===== config.mk =====
export PLATFORM = sky130hd
export DESIGN_NAME = hiscore_ram_bridge
export DESIGN_NICKNAME = d
export VERILOG_FILES = /design/src/rtl/hiscore_pkg.sv /design/src/rtl/hiscore_ram_bridge.sv
export SDC_FILE = /design/constraint.sdc
export NUM_CORES = 1
export LEC_CHECK = 0
export CORE_MARGIN = 4
export CORE_UTILIZATION = 35
export DETAILED_ROUTE_END_ITERATION = 8
export HOLD_SLACK_MARGIN = 0.05
export PLACE_DENSITY = 0.81
export SETUP_SLACK_MARGIN = 0.4
export SLEW_MARGIN = 0
export SYNTH_ARGS = -nofsm -noshare
export SYNTH_HDL_FRONTEND = slang
export SYNTH_SLANG_ARGS = --single-unit

===== constraint.sdc =====
create_clock -name clk_sys -period 1.8 [get_ports clk_sys]
set_input_delay 0.36 -clock clk_sys [delete_from_list [all_inputs] [get_ports clk_sys]]
set_output_delay 0.36 -clock clk_sys [all_outputs]
set_load 0.005 [all_outputs]

===== src/rtl/hiscore_pkg.sv =====
// ============================================================================
// Module  : hiscore_pkg
// Brief   : Shared state encoding and default geometry for the hiscore bridge.
// Revision: 1.0 - initial release
// ============================================================================
`default_nettype none

package hiscore_pkg;

  typedef enum logic [1:0] {
    ST_IDLE    = 2'd0,
    ST_REQ     = 2'd1,
    ST_GRANT   = 2'd2,
    ST_RELEASE = 2'd3
  } hs_state_t;

  localparam logic [15:0] c_ram_base = 16'hE000;
  localparam int          c_ram_aw   = 11;
  localparam int          c_timeout  = 4096;

endpackage

`default_nettype wire


===== src/rtl/hiscore_ram_bridge.sv =====
// ============================================================================
// Module  : hiscore_ram_bridge
// Brief   : Halts the game CPU and hands its work RAM to the hiscore engine.
// Revision: 1.0 - initial release
// ============================================================================
`default_nettype none

module hiscore_ram_bridge
  import hiscore_pkg::*;
#(
  parameter logic [15:0] RAM_BASE = c_ram_base,
  parameter int          RAM_AW   = c_ram_aw,
  parameter int          TIMEOUT  = c_timeout
) (
  input  logic              clk_sys,
  input  logic              reset,
  input  logic              hs_access,
  input  logic [15:0]       hs_address,
  input  logic [7:0]        hs_data_in,
  input  logic              hs_write,
  output logic [7:0]        hs_data_out,
  output logic              hs_ready,
  output logic              hs_timeout,
  output logic              cpu_pause_req,
  input  logic              cpu_idle,
  input  logic [RAM_AW-1:0] cpu_ram_addr,
  input  logic [7:0]        cpu_ram_din,
  input  logic              cpu_ram_we,
  output logic [7:0]        cpu_ram_dout,
  output logic [RAM_AW-1:0] ram_addr,
  output logic [7:0]        ram_din,
  output logic              ram_we,
  input  logic [7:0]        ram_dout
);

  localparam int                 c_cnt_w    = (TIMEOUT > 2) ? $clog2(TIMEOUT) : 1;
  localparam logic [c_cnt_w-1:0] c_cnt_last = c_cnt_w'(TIMEOUT - 1);

  hs_state_t          r_state;
  hs_state_t          w_state_next;
  logic [c_cnt_w-1:0] r_wait_cnt;
  logic               r_timeout;
  logic               r_rd_win;
  logic [7:0]         r_data_out;
  logic [15:0]        w_diff;
  logic               w_in_win;
  logic               w_timeout_hit;

  // Wrap-around subtraction makes addresses below the base fall out of window too.
  assign w_diff        = hs_address - RAM_BASE;
  assign w_in_win      = (w_diff >> RAM_AW) == 16'd0;
  assign w_timeout_hit = (r_wait_cnt == c_cnt_last);

  always_ff @(posedge clk_sys or posedge reset) begin
    if (reset) begin
      r_state <= ST_IDLE;
    end else begin
      r_state <= w_state_next;
    end
  end

  always_comb begin
    w_state_next = r_state;
    case (r_state)
      ST_IDLE: begin
        if (hs_access) w_state_next = ST_REQ;
      end
      ST_REQ: begin
        if (cpu_idle)           w_state_next = ST_GRANT;
        else if (w_timeout_hit) w_state_next = ST_RELEASE;
        else if (!hs_access)    w_state_next = ST_RELEASE;
      end
      ST_GRANT: begin
        if (!hs_access) w_state_next = ST_RELEASE;
      end
      ST_RELEASE: begin
        w_state_next = ST_IDLE;
      end
      default: begin
        w_state_next = ST_IDLE;
      end
    endcase
  end

  // Decoded from state alone so an asynchronous reset frees the RAM at once.
  always_comb begin
    ram_addr      = cpu_ram_addr;
    ram_din       = cpu_ram_din;
    ram_we        = cpu_ram_we;
    cpu_pause_req = 1'b1;
    hs_ready      = 1'b0;
    case (r_state)
      ST_IDLE: begin
        cpu_pause_req = 1'b0;
      end
      ST_GRANT: begin
        ram_addr = w_diff[RAM_AW-1:0];
        ram_din  = hs_data_in;
        ram_we   = hs_write & w_in_win;
        hs_ready = 1'b1;
      end
      ST_RELEASE: begin
        ram_we = 1'b0;
      end
      default: begin
      end
    endcase
  end

  always_ff @(posedge clk_sys or posedge reset) begin
    if (reset) begin
      r_wait_cnt <= '0;
      r_timeout  <= 1'b0;
      r_rd_win   <= 1'b0;
      r_data_out <= 8'h00;
    end else begin
      r_wait_cnt <= (r_state == ST_REQ) ? r_wait_cnt + 1'b1 : '0;
      if (r_state == ST_REQ && cpu_idle) begin
        r_timeout <= 1'b0;
      end else if (r_state == ST_REQ && w_timeout_hit) begin
        r_timeout <= 1'b1;
      end
      // Window flag tracks the address through the RAM's one-cycle read latency.
      r_rd_win   <= (r_state == ST_GRANT) && w_in_win;
      r_data_out <= r_rd_win ? ram_dout : 8'h00;
    end
  end

  assign hs_data_out  = r_data_out;
  assign hs_timeout   = r_timeout;
  assign cpu_ram_dout = ram_dout;

endmodule

`default_nettype wire


==> run summary, run 1 <==
OUTCOME
----------------------------------------------------------------------------------------
Result of the run                                                           complete, but fails checks
Violated checks                                                             setup timing

SYNTHESIS
----------------------------------------------------------------------------------------
Count of distinct cell types in the synthesized netlist                               33
Number of synthesis warnings                                                           0
Synth Register Bits                                                                   24
Number of enable flip-flop cells after synthesis                                       0
Synthesized Nets                                                                     186
Cell area after technology mapping                                          0.00135 mm^2
Predominant post-synthesis flop cell                                        sky130_fd_sc_hd__dfrtp_1
Sequential area share after synthesis                                              44.6%
Instance count of the mapped netlist                                                 128
Syn_area_per_cell                                                              10.5 um^2
Share of synthesized flip-flops with an asynchronous set or reset                   100%

GRT
----------------------------------------------------------------------------------------
Global route total overflow                                                            0
Pin count of the biggest net entering global routing                                  15
Number of antenna violations at the first check in global routing                      0
Global routing usage summed across all routing layers                              18.8%
First-pass GRT wire length                                                       7340 um
Via count of the first global-routing pass                                         1,527

TIMING
----------------------------------------------------------------------------------------
Setup ws final                                                                 -0.125 ns
Final count of negative-setup-slack endpoints                                         20
Headroom to the max-slew limit                                                     78.4%
Worst hold slack after final layout                                             0.340 ns
Final-report hold violation count                                                      0
Worst-margin pin slew                                                           0.321 ns
RSZ-0062 raised after global routing                                                true
Clk_skew                                                                      0.00554 ns
Portion of the clock cycle consumed by the worst path in the final layout           107%
Highest clock rate                                                             0.520 GHz
Post-layout min period                                                           1.92 ns
Final slew viol count                                                                  0

ROUTING
----------------------------------------------------------------------------------------
Count of antenna-violating nets left after detailed routing                            0
Total wirelength of the detailed-routed design                                   4550 um
Mean routed wirelength per cell                                                  15.7 um
Count of unresolved DRC violations after routing                                       0
Number of optimization iterations in the first detailed-route pass                     4
Routed via count divided by cell count                                              4.82
Detailed Route Iter0 Violations                                                       43
Total via count in the routed design                                               1,397

HOLD PATH
----------------------------------------------------------------------------------------
Worst Hold Class                                                                in2async

CLOCK NETWORK
----------------------------------------------------------------------------------------
Clock tree from TritonCTS                                                          built
# hold bufs at CTS                                                                     0
Buffer depth of the longest clock path                                                 2
Total number of H-tree levels                                                          1
Clock latency reported for the late side of the worst-skew pair                  0.27 ns
Clock tree sinks                                                                      24
Root buffer cell                                                            sky130_fd_sc_hd__clkbuf_8
Clock-pin transition on the worst setup and hold timing paths                    0.09 ns
Number of buffers created by CTS                                                       3

POWER AND IR DROP
----------------------------------------------------------------------------------------
Post-layout total power                                                          2.75 mW
Peak VDD IR                                                                   0.000568 V
Total power per unit cell area                                              1020 mW/mm^2
Cell leakage power                                                               1.30 nW

FLOORPLANNING
----------------------------------------------------------------------------------------
Starting utilization of the core area                                              36.5%
Core Region                                                                 0.00369 mm^2
DIE HEIGHT                                                                       70.1 um
Overall die width                                                                70.1 um
Site Rows                                                                             22
I/O pins                                                                              96
Die area                                                                    0.00491 mm^2

CELLS AND AREA
----------------------------------------------------------------------------------------
Commonest cells after routing, fill and taps aside                          sky130_fd_sc_hd__clkdlybuf4s50_1 (55), sky130_fd_sc_hd__buf_6 (39), sky130_fd_sc_hd__dfrtp_1 (23)
Finished Core Util                                                                 73.3%
Fill cells                                                                           252
Layout area overhead                                                                101%
Sequential Area                                                                 602 um^2
Fraction of final layout cells sized beyond drive strength 1                       36.8%
Number of antenna cells inserted                                                       0
Total number of nets in the final design                                             301
Area of the multi-input gates                                                   742 um^2
Most frequent standard cell in the layout excluding fill and tap cells      sky130_fd_sc_hd__clkdlybuf4s50_1

PLACED DESIGN
----------------------------------------------------------------------------------------
Buffers added on ports                                                                95
RePlAce Congestion                                                                 0.785
Half-perimeter wire length after detailed placement                              3320 um

SETUP PATH
----------------------------------------------------------------------------------------
Kind of start point of the critical path                                        register
Endpoint kind of the worst setup timing path                                 output port
Worst Reg2Reg Path Length in Cells                                                     3
Data required time at the worst endpoint                                         1.44 ns
Data arrival time of the critical path                                           1.56 ns
Maximum fanout encountered on the critical timing path                                 5
Worst Path Class, Setup                                                          reg2out

JOB
----------------------------------------------------------------------------------------
Max-cap violations                                                                     0

==> what timing repair did <==
action                                  CTS  global route
pin swaps                                 1             0
setup buffers                            15             4
cloned                                    1             0
gates resized for setup                 171             8
endpoints found under the setup margin   40            29
==> where the power goes <==
part / leakage [nW] / switching, mW / internal [mW]
Sequential: 0.329 / 0.0361 / 0.581
Clock: 0.0357 / 0.173 / 0.297
Combinational: 0.936 / 0.551 / 1.11
==> cell usage after synthesis (2+ instances only) <==
| master | n | area share (%) |
|---|---|---|
| sky130_fd_sc_hd__o31ai_1 | 3 | 1.7 |
| sky130_fd_sc_hd__o21ai_0 | 2 | 0.74 |
| sky130_fd_sc_hd__or4_1 | 2 | 1.1 |
| sky130_fd_sc_hd__dfrtp_1 | 24 | 45 |
| sky130_fd_sc_hd__nand3_1 | 5 | 1.9 |
| sky130_fd_sc_hd__mux2i_1 | 2 | 1.5 |
| sky130_fd_sc_hd__mux2_2 | 19 | 16 |
| sky130_fd_sc_hd__nand2_1 | 5 | 1.4 |
| sky130_fd_sc_hd__and2_1 | 9 | 4.2 |
| sky130_fd_sc_hd__clkbuf_1 | 3 | 0.84 |
| sky130_fd_sc_hd__inv_1 | 5 | 1.4 |
| sky130_fd_sc_hd__nand2b_1 | 4 | 1.9 |
| sky130_fd_sc_hd__nor2_1 | 5 | 1.4 |
| sky130_fd_sc_hd__xor2_1 | 2 | 1.3 |
| sky130_fd_sc_hd__buf_4 | 10 | 5.6 |
| sky130_fd_sc_hd__nor2b_1 | 3 | 1.4 |
| sky130_fd_sc_hd__nand4_1 | 4 | 1.9 |
| sky130_fd_sc_hd__a21oi_1 | 6 | 2.2 |
==> flip-flops by register name (all words and copies together) (netlist names) <==
signal       count
r_rd_win         1
hs_timeout       1
hs_data_out      8
r_wait_cnt      12
r_state          2
==> critical path, stage by stage (launching register included) <==
cell	delay (ns)
sky130_fd_sc_hd__dfrtp_1	0.41
sky130_fd_sc_hd__nor2b_4	0.21
sky130_fd_sc_hd__buf_6	0.16
sky130_fd_sc_hd__buf_6	0.10
sky130_fd_sc_hd__mux2_4	0.30
sky130_fd_sc_hd__buf_6	0.12
==> cells by family (layout without fill, tap and decap cells) <==
logic type,count (synthesis),in the layout,share of synthesized area [%]
compound gates,15,15,7.06
xor+xnor,3,3,1.95
fa+ha+maj,1,1,0.928
buf+inv,18,132,7.80
flops,24,24,44.6
mux,21,21,17.4
simple gates,46,46,20.3
==> stage by stage <==
| stage | setup TNS [ns] | cells | worst slack [ns] | cell area [um^2] |
|---|---|---|---|---|
| final | -1.96 | 290 | -0.125 | 2710 |
| after global routing | -3.20 | 290 | -0.188 | 2710 |
| after CTS | -2.22 | 286 | -0.142 | 2670 |
| after detailed placement | -1.94 | 266 | -0.294 | 2390 |
| after global placement | -1.58 | 266 | -0.260 | 2390 |
| after floorplan | 0 | 128 | 0.286 | 1420 |
==> routing by layer <==
metal  wire [um]  global-route usage [%]
met1        1530                    18.7
met2        2570                    34.9
met3         345                    7.19
met4         110                    7.02
met5           0                       0
==> area by class of cell <==
| cell class | count | area share (%) |
|---|---|---|
| inverters | 5 | 0.694 |
| clock inverters | 1 | 1.11 |
| repair buffers | 123 | 44.8 |
| well taps | 48 | 2.22 |
| clock buffers | 3 | 1.53 |
| multi-input cells | 86 | 27.4 |
| flip-flops and latches | 24 | 22.2 |
==> path summary, 6_finish.rpt <==
kind / from / endpoint / slack [ns]
max: r_state[0]$_DFFE_PP0P_ / ram_addr[7] / -0.12
min: reset / hs_timeout$_DFFE_PP0P_ / 0.34
max reg2reg: r_wait_cnt[5]$_DFF_PP0_ / r_wait_cnt[9]$_DFF_PP0_ / 0.46
min reg2reg: r_wait_cnt[0]$_DFF_PP0_ / r_wait_cnt[0]$_DFF_PP0_ / 0.51
max in group asynchronous: reset / r_wait_cnt[2]$_DFF_PP0_ / 1.03
min in group clk_sys: ram_dout[6] / hs_data_out[6]$_DFF_PP0_ / 0.49
Note: power is estimated with default switching activity, not from simulation.
==> run 2, diff against run 1 <==
GPL_ROUTABILITY_DRIVEN = 0   (was not set)
==> results of run 2 <==
Final layout, timing and power as in run 1 (identical DEF).
